`src/rtl/alu_arbiter.sv`:
```
// alu_arbiter: round-robin arbiter between two command requesters in front of a
// registered 8-bit ALU wrapper, with one command in flight at most.
// Ports:
//   clk, n_rst               clock, synchronous active-low reset
//   reqN_valid/reqN_ready    command handshake for requester N (N = 0, 1)
//   reqN_a, reqN_b, reqN_op  operands and opcode (3'b111 is illegal)
//   rspN_valid/rspN_ready    response handshake for requester N
//   rspN_data, rspN_err      ALU result and illegal-opcode flag
//   alu_sig                  one-cycle load strobe to the ALU wrapper
//   alu_in_a/b, alu_control  latched operands and opcode to the ALU wrapper
//   alu_result               ALU result, valid the cycle after alu_sig
//   busy                     high whenever the FSM is not IDLE
module alu_arbiter #(
  parameter int unsigned W = 8
) (
  input  logic         clk,
  input  logic         n_rst,
  input  logic         req0_valid,
  output logic         req0_ready,
  input  logic [W-1:0] req0_a,
  input  logic [W-1:0] req0_b,
  input  logic [2:0]   req0_op,
  input  logic         req1_valid,
  output logic         req1_ready,
  input  logic [W-1:0] req1_a,
  input  logic [W-1:0] req1_b,
  input  logic [2:0]   req1_op,
  output logic         rsp0_valid,
  input  logic         rsp0_ready,
  output logic [W-1:0] rsp0_data,
  output logic         rsp0_err,
  output logic         rsp1_valid,
  input  logic         rsp1_ready,
  output logic [W-1:0] rsp1_data,
  output logic         rsp1_err,
  output logic         alu_sig,
  output logic [W-1:0] alu_in_a,
  output logic [W-1:0] alu_in_b,
  output logic [2:0]   alu_control,
  input  logic [W-1:0] alu_result,
  output logic         busy
);

  localparam logic [2:0] OP_ILLEGAL = 3'b111;

  typedef enum logic [1:0] {IDLE, ISSUE, WAIT, RESP} state_t;

  state_t       state;
  logic         last_grant;  // requester accepted most recently
  logic         cur_id;      // requester owning the in-flight command
  logic         grant0;
  logic         grant1;
  logic [W-1:0] sel_a;
  logic [W-1:0] sel_b;
  logic [2:0]   sel_op;
  logic         rsp_hs;

  // Round-robin winner; ready is offered only in IDLE and never during reset.
  always_comb begin
    grant0 = 1'b0;
    grant1 = 1'b0;
    if (n_rst && (state == IDLE)) begin
      if (req0_valid && (!req1_valid || last_grant)) begin
        grant0 = 1'b1;
      end else if (req1_valid) begin
        grant1 = 1'b1;
      end
    end
  end

  assign req0_ready = grant0;
  assign req1_ready = grant1;
  assign sel_a      = grant1 ? req1_a  : req0_a;
  assign sel_b      = grant1 ? req1_b  : req0_b;
  assign sel_op     = grant1 ? req1_op : req0_op;
  assign rsp_hs     = cur_id ? (rsp1_valid && rsp1_ready) : (rsp0_valid && rsp0_ready);
  assign busy       = (state != IDLE);

  // FSM with registered ALU-side and response-side outputs.
  always_ff @(posedge clk) begin
    if (!n_rst) begin
      state       <= IDLE;
      last_grant  <= 1'b1;
      cur_id      <= 1'b0;
      alu_sig     <= 1'b0;
      alu_in_a    <= '0;
      alu_in_b    <= '0;
      alu_control <= 3'b000;
      rsp0_valid  <= 1'b0;
      rsp0_data   <= '0;
      rsp0_err    <= 1'b0;
      rsp1_valid  <= 1'b0;
      rsp1_data   <= '0;
      rsp1_err    <= 1'b0;
    end else begin
      alu_sig <= 1'b0;
      case (state)
        IDLE: begin
          if (grant0 || grant1) begin
            cur_id      <= grant1;
            last_grant  <= grant1;
            alu_in_a    <= sel_a;
            alu_in_b    <= sel_b;
            alu_control <= sel_op;
            if (sel_op == OP_ILLEGAL) begin
              // Illegal opcode bypasses the ALU and answers with an error.
              state <= RESP;
              if (grant1) begin
                rsp1_valid <= 1'b1;
                rsp1_data  <= '0;
                rsp1_err   <= 1'b1;
              end else begin
                rsp0_valid <= 1'b1;
                rsp0_data  <= '0;
                rsp0_err   <= 1'b1;
              end
            end else begin
              state   <= ISSUE;
              alu_sig <= 1'b1;
            end
          end
        end
        ISSUE: begin
          state <= WAIT;
        end
        WAIT: begin
          // alu_result is valid now, one cycle after the strobe.
          state <= RESP;
          if (cur_id) begin
            rsp1_valid <= 1'b1;
            rsp1_data  <= alu_result;
            rsp1_err   <= 1'b0;
          end else begin
            rsp0_valid <= 1'b1;
            rsp0_data  <= alu_result;
            rsp0_err   <= 1'b0;
          end
        end
        RESP: begin
          if (rsp_hs) begin
            state      <= IDLE;
            rsp0_valid <= 1'b0;
            rsp0_data  <= '0;
            rsp0_err   <= 1'b0;
            rsp1_valid <= 1'b0;
            rsp1_data  <= '0;
            rsp1_err   <= 1'b0;
          end
        end
        default: begin
          state <= IDLE;
        end
      endcase
    end
  end

endmodule

```
`config.mk`:
```
export PLATFORM = sky130hd
export DESIGN_NAME = alu_arbiter
export DESIGN_NICKNAME = d
export VERILOG_FILES = /design/src/rtl/alu_arbiter.sv
export SDC_FILE = /design/constraint.sdc
export NUM_CORES = 1
export LEC_CHECK = 0
export CORE_MARGIN = 2
export CORE_UTILIZATION = 44
export DETAILED_ROUTE_END_ITERATION = 10
export PLACE_DENSITY = 0.95
export SYNTH_ARGS = -nofsm -noshare
export SYNTH_HDL_FRONTEND = slang
export SYNTH_SLANG_ARGS = --single-unit
```
`constraint.sdc`:
```
create_clock -name clk -period 4.9 [get_ports clk]
set_input_delay 0.98 -clock clk [delete_from_list [all_inputs] [get_ports clk]]
set_output_delay 0.98 -clock clk [all_outputs]
set_load 0.01 [all_outputs]
```
# Yosys cells after proc, flatten, opt, wreduce, memory -nomap -nowiden
# Cells that the tools add are included.
# totals
reg_bits	44
inputBits	52
output_inout_bits	43
elab_cells	79
# op_classes
n_eq_ne	11
mux	40
reduce_logical	15
# op_table
operator	n
2-to-1 mux 8 bit	11
case mux 8 bit (3 select lines)	2
2-to-1 mux 1 bit	18
case mux 1 bit (3 select lines)	4
AND reduction 6 bit	2
!= test 2 bit (second input constant)	5
case mux 2 bit (4 select lines)	1
2-to-1 mux 2 bit	3
== test 2 bit (second input constant)	2
logical AND 1 bit	4
!= test 2 x 1 -> 1 bit (second input constant)	2
AND reduction 2 bit	2
== test 3 bit (second input constant)	1
2-to-1 mux 3 bit	1
AND reduction 3 bit	1
nonzero test 3 bit	1
== test 2 x 1 -> 1 bit (second input constant)	1
logical NOT 2 bit	1
logical OR 1 bit	2
nonzero test 2 bit	1
logical NOT 1 bit	1

# Longest topological paths before layout
# Gate-level depths: netlist (run 1).
# depth
word_depth	10
ltp_mapped	7
depth_no_buf	6

# Worst setup path after synthesis (run 1)
# Ideal clock, no wire load.
# synth_timing
kind	input-to-output
startpoint	input port n_rst
endpoint	output port req1_ready
arrival_time_ps	1630
required_ps	3920
setup_slack_ps	2290
path_stages	5
n_path_buf	2
path_cell_list	buf_2 and2_4 nand3_4 buf_6 inv_1
# synth_between
elab_chain_cells	2
# synth_lines
item	line	rtl
from (decl)	17	input logic n_rst,
logical AND 1 bit	62	if (n_rst && (state == IDLE)) begin
2-to-1 mux 1 bit	62	
to (decl)	24	output logic req1_ready,
# No other way between the ends.

# Worst setup path after layout (run 1)
# layout_timing
startpoint	input port req1_valid
endpoint	output port req1_ready
# layout_between
elab_chain_cells	5
elab_cells_between_ends	6
cone_classes	mux: 3; reduce/logical: 3
# layout_lines
item	line	rtl
from (decl)	23	input logic req1_valid,
logical NOT 1 bit	63	if (req0_valid && (!req1_valid || last_grant)) begin
logical OR 1 bit	63	
logical AND 1 bit	63	
2-to-1 mux 1 bit (*)	63	
2-to-1 mux 1 bit (*)	62	
# Every way passes the cells marked *; elsewhere a longest branch is shown, timed or not.

==> results of run 1 <==
## worst paths after layout
| check | endpoint | slack, ps | cells past startpoint |
|---|---|---|---|
| max | req1_ready | 1170 | 4 |
| max reg2reg | rsp0_data[3] | 2650 | 6 |
| min | rsp0_data[2] | 460 | 2 |
| min reg2reg | rsp0_data[2] | 460 | 2 |
## cells by family (layout without fill, tap and decap cells)
kind of cell,count (synthesis),count (layout),synth area share
buffers and inverters,24,111,0.0667
muxes,39,39,0.187
DFF,44,44,0.423
adders and majority gates,5,5,0.0300
AOI/OAI and AO/OA,32,32,0.131
and+or+nand+nor,67,67,0.162
## placed cells by master, fill, tap and decap left out, types with 2 or more instances in the layout
master / n
clkdlybuf4s50_1: 94
dfxtp_1: 44
mux2i_1: 39
nand2_1: 23
nor2_1: 21
a211oi_1: 17
nand3_1: 11
inv_1: 8
ha_1: 5
clkbuf_8: 5
a21oi_1: 3
a211oi_2: 3
a31oi_1: 2
nor3b_1: 2
clkinv_4: 2
## stage by stage
step	hold slack, ps	util	instances	power [uW]
3_3_place_gp	445	0.646	344	1010
5_1_grt	488	0.671	352	1380
2_1_floorplan	468	-	211	828
6_report	462	0.671	352	1310
3_5_place_dp	453	0.646	344	1030
4_1_cts	466	0.671	352	1320
## tightest hold or removal path, cell delays in order (launching register included)
cell	delay, ps
dfxtp_1	320
nand2_1	50
mux2i_1	50
## metal layers
metal  global-route usage  up-vias  routed length [um]
met5                    0        -                   0
met4               0.0679        0                  66
met3               0.0594       10                 379
met2                0.348       70                2580
met1                0.226      856                2080
li1                     -      916                   -
## power by group
part           switching [uW]  total, uW  internal [uW]
Combinational             270        553            283
Clock                     133        286            154
Sequential               44.4        469            425
## sequential cells by signal, indices dropped and copies added (netlist names), 2 cells and up
name	cells
rsp1_data	8
alu_in_a	8
state	2
alu_control	3
alu_in_b	8
rsp0_data	8
## final cells by class
type	count	area, um^2
Tap cell	54	67.6
Sequential cell	44	881
Fill cell	383	1520
Inverter	8	30.0
Clock buffer	5	68.8
Multi-Input combinational cell	143	1060
Timing Repair Buffer	95	948
Clock inverter	3	47.5
==> impl_results.md, run 1 <==
* Worst Setup SP: req1_valid
* Area leader, netlist: dfxtp_1
* Ys async rst share at 0
* CP cell instances: clkdlybuf4s50_1 -> nand3_4 -> inv_1 -> clkdlybuf4s50_1
* Final WS setup at ~1200 ps
* Relative slew margins at 0.456
* Total nets after synthesis at 268
* Mapped Area at between 0.002 and 0.0025 mm^2
* Chip width at 72.8 um
* Top Ports at 95
* CTS sink cnt at between 40 and 50
* Post-CTS Setup Bufs at 0
* Worst min path class: flip-flop to flip-flop
* Share of cells above drive strength 1 at 0.0638
* Yosys warnings at 0
* Post-synth EDFFs at 0
* Syn Inst Count at ~210
* Detailed Place HPWL at 3720 um
* Initial antenna violation count at 0
* Synth Register Bits at 44
* TritonCTS buffer count at 5
* Grt total ovfl at 0
* Cell row count at 25
* Worst Path Required at ~3900 ps
* Die Area at 0.00530 mm^2
* Layout net count at approximately 350
* Port Buffer Count at 94
* Worst path bufs/invs at 3
* Worst-margin pin slew at a little over 800 ps
* Wire length per cell at 14.5 um
* Synth cell types at 33
* Dominant cell by count in the synthesized netlist: dfxtp_1
* Via count at 1,852
* Clock root cell: clkbuf_8
* Setup Skew at 5.75 ps
* Slowest-stage cell, CP: clkdlybuf4s50_1
* Leak at 0.00135 uW
* Final hold vios at 0
* H-tree depth at 2
* Vias in the first global route at 1,802
* Cts repair resizes at 0
* Pwr/cell area at 421 mW/mm^2
* Largest cells by area after synthesis: dfxtp_1, mux2i_1, a211oi_1, nand2_1, nor2_1
* Area growth, synth to finish at 49.2%
* Final Max Tran Viols at 0
* Most used flip-flop cell after synthesis: dfxtp_1
* Die H at 72.8 um
* Fmax at 0.268 GHz
* Period utilisation layout at 0.762
* Setup Viol. Count Final at 0
* CP startpoint kind: primary input
* Share of the synthesized area in the top cell type at 0.423
* CP Data Arrival Time at 2750 ps
* Crit. End Element: output port
* Status: finished, final reports clean
* Final Instance Area at between 0.003 and 0.004 mm^2
* Post-synthesis sequential area ratio at 0.423
* Post-Syn Area per Cell at 9.87 um^2
* Worst-path clk slew at 90 ps
* Pin count of the biggest net entering global routing at 40
* Routed WL at approximately 5000 um
* Antenna Nets Post-Route at 0
* Tot GR Track Use at 0.197
* Initial Util at 0.450
* Core area at 0.00463 mm^2
* DP Worst Slack at about 1200 ps
* DRT Pass-1 Iters at 4
* Worst-Skew Late Latency at 300 ps
* Top cell by count, worst path: clkdlybuf4s50_1
* Post-Route Setup TNS at 0 ps
* Post-synth top cells: dfxtp_1, mux2i_1, nand2_1
* DRC violations left at 0
* CP max FO at 22
* First-pass GRT wire length at 8180 um
* CTS Hold Bufs at 0
* CTS tree: yes
* Crit-path max cell delay at around 670 ps
* Max Cap Viol at 0
* Max IR drop VDD at 0.201 mV
* Clk buf depth at 2
* Reg2reg start: state[0]
* Min Clock Period, post-route at around 3700 ps
* Area post-placement at between 0.002 and 0.003 mm^2
* Vias per cell at 5.26
* Hold path startpoint: rsp0_data[2]
* Critical path class: primary input to output port
* Routability cong. at around 0.86
* Top delay family on crit path: buffers and inverters
* Iter 0 DRT Violations at slightly above 80
* Inserted Diodes at 0
* RSZ-0062 raised after global routing: no
No activity file was read; power rests on OpenSTA's default activity.
==> run 2: changes to the inputs <==
- CORE_UTILIZATION: 44 -> 41
- PLACE_DENSITY: 0.95 -> 0.9
- clock period: 4.9 -> 3.75 ns (I/O delays scaled with it)
==> run 2 against run 1 <==
Compared with the run above:
- critical path depth grew 1
- clock skew grew 6.9 ps
- total power up 30%
- setup slack worse by 520 ps
- sequential share of layout area is 0.28 points lower
- wire length down 3.2%
- final cell count increased by 4.3%
- global-route usage is 1.4 points lower
- cell area increased by 1.0%
- critical path type unchanged
- largest cell class unchanged
==> impl_results.md, run 2 (synthesized netlist as in run 1, its figures left out) <==
* Antenna Nets Post-Route at 0
* Max Cap Viol at 0
* Clock share of power at 0.216
* Pwr/cell area at 543 mW/mm^2
* Flop pwr share at 0.361
* Area post-placement at 0.00302 mm^2
* Core area at 0.00482 mm^2
* Worst min path class: flip-flop to flip-flop
* Layout net count at 356
* Clock root cell: clkbuf_8
* Tot GR Track Use at 0.184
* Worst Setup SP: n_rst
* Leak at 0.00136 uW
* Initial antenna violation count at 0
* Routed WL at around 5000 um
* DRT Pass-1 Iters at 4
* Min Clock Period, post-route at between 3000 and 4000 ps
* Die H at about 75 um
* Die Area at 0.00566 mm^2
* Sequential Area at 881 um^2
* Post-Route Setup TNS at 0 ps
* Via count at 1,843
* Crit-path max cell delay at 620 ps
* Final Instance Area at approximately 0.0031 mm^2
* Worst-path clk slew at 90 ps
* Worst-Skew Late Latency at 300 ps
* Post-CTS Setup Bufs at 0
* Grt total ovfl at 0
* Routability cong. at 0.938
* Commonest non-fill, non-tap cell in the layout: clkdlybuf4s50_1
* Setup Skew at 12.7 ps
* Setup Viol. Count Final at 0
* Cell depth of the worst flop-to-flop path at 7
* Iter 0 DRT Violations at 78
* First-pass GRT wire length at 7920 um
* Vias per cell at around 5.0
* TritonCTS buffer count at 5
* Clk buf depth at 2
* Sw Pwr at 574 uW
* Max IR drop VDD at ~0.25 mV
* Relative slew margins at 0.556
* DP Worst Slack at between 600 and 700 ps
* CP Data Arrival Time at 2350 ps
* Crit. End Element: output port
* Reg2reg end: rsp0_data[2]
* Worst Path Required at 3000 ps
* Fill count at about 430
* Top cell by count, worst path: clkdlybuf4s50_1
* H-tree depth at 2
* CTS tree: yes
* CP startpoint kind: primary input
* Final hold vios at 0
* CTS Hold Bufs at 0
* Inserted Diodes at 0
* CP endpoint: req0_ready
* Met1 Use GR at 0.217
* Vias in the first global route at 1,728
* Share of cells above drive strength 1 at 0.0700
* CP cell instances: clkdlybuf4s50_1 -> and2_4 -> nand2_1 -> a21oi_1 -> clkdlybuf4s50_1
* Initial Util at 0.432
* Final Max Tran Viols at 0
* Period utilisation layout at 0.827
* Pin count of the biggest net entering global routing at 40
* Cts repair resizes at 0
* M3 GR Usage at 0.0696
* Slowest-stage cell, CP: clkdlybuf4s50_1
* Top Ports at 95
* CP max FO at 5
* Multi-input gate area at 0.00106 mm^2
* Internal at roughly 1100 uW
* DRC violations left at 0
* Final WS setup at 648 ps
* RSZ-0062 raised after global routing: no
* Worst-margin pin slew at ~660 ps
* Fmax at 0.322 GHz
* Chip width at 75.3 um
* Most used routing layer: met2
* Detailed Place HPWL at 3680 um
* Most frequent cells in the layout: clkdlybuf4s50_1, dfxtp_1, mux2i_1
* Status: finished, final reports clean
* Switching share of power at 0.337
* Logic pwr share at 0.423
* Wire length per cell at 13.5 um
* Slack of the worst reg-to-reg path at between 1000 and 1500 ps
* Area growth, synth to finish at 50.7%
* CTS sink cnt at 44
* Port Buffer Count at 94
* Critical path class: primary input to output port
* Cell row count at 25
* Reg2reg start: state[0]
* M2 GR Usage at 0.307
## run 2: cell types whose count changed in the layout (fill, tap and decap cells not counted)
cell   delta
buf_4     +2
## run 2: worst min path at each step
stage | start | end | cells after the start
finish | rsp0_data[7] | rsp0_data[7] | 2
floorplan | last_grant | last_grant | 2
detailed placement | rsp0_data[7] | rsp0_data[7] | 2
global placement | rsp1_data[5] | rsp1_data[5] | 2
global route | rsp1_data[6] | rsp1_data[6] | 2
CTS | rsp0_data[7] | rsp0_data[7] | 2
## run 2: cell type report
| class | instances | area share |
|---|---|---|
| clock buffer | 5 | 0.0219 |
| sequential | 44 | 0.281 |
| tap | 67 | 0.0267 |
| inverter | 8 | 0.00957 |
| timing repair buffer | 97 | 0.307 |
| multi-input combinational | 143 | 0.339 |
| clock inverter | 3 | 0.0152 |
## run 2: metal layers
metal  vias to the layer above  part of all wire
met4                         0             0.017
li1                        918                 -
met2                        73              0.48
met5                         -                 0
met3                        15             0.090
met1                       837              0.41
## run 2: critical path, delay by kind of cell
kind | cells | cell delay (ps)
buffers and inverters | 2 | 1130
AO/OA/AOI/OAI | 1 | 210
AND/OR/NAND/NOR | 2 | 260
## run 2: power by group through the flow
stage,clock network [uW],logic [uW],registers (uW)
final,367,720,614
after global routing,392,788,625
after CTS,376,728,613
after detailed placement,0,725,622
after global placement,0,707,620
after floorplan,0,434,648
## run 2: per-stage QoR
stage               hold slack, ps   util  cells  power (uW)
finish                         461  0.651    367        1700
global route                   486  0.651    367        1800
CTS                            465  0.651    367        1720
detailed placement             454  0.627    359        1350
global placement               446  0.627    359        1330
floorplan                      468      -    211        1080
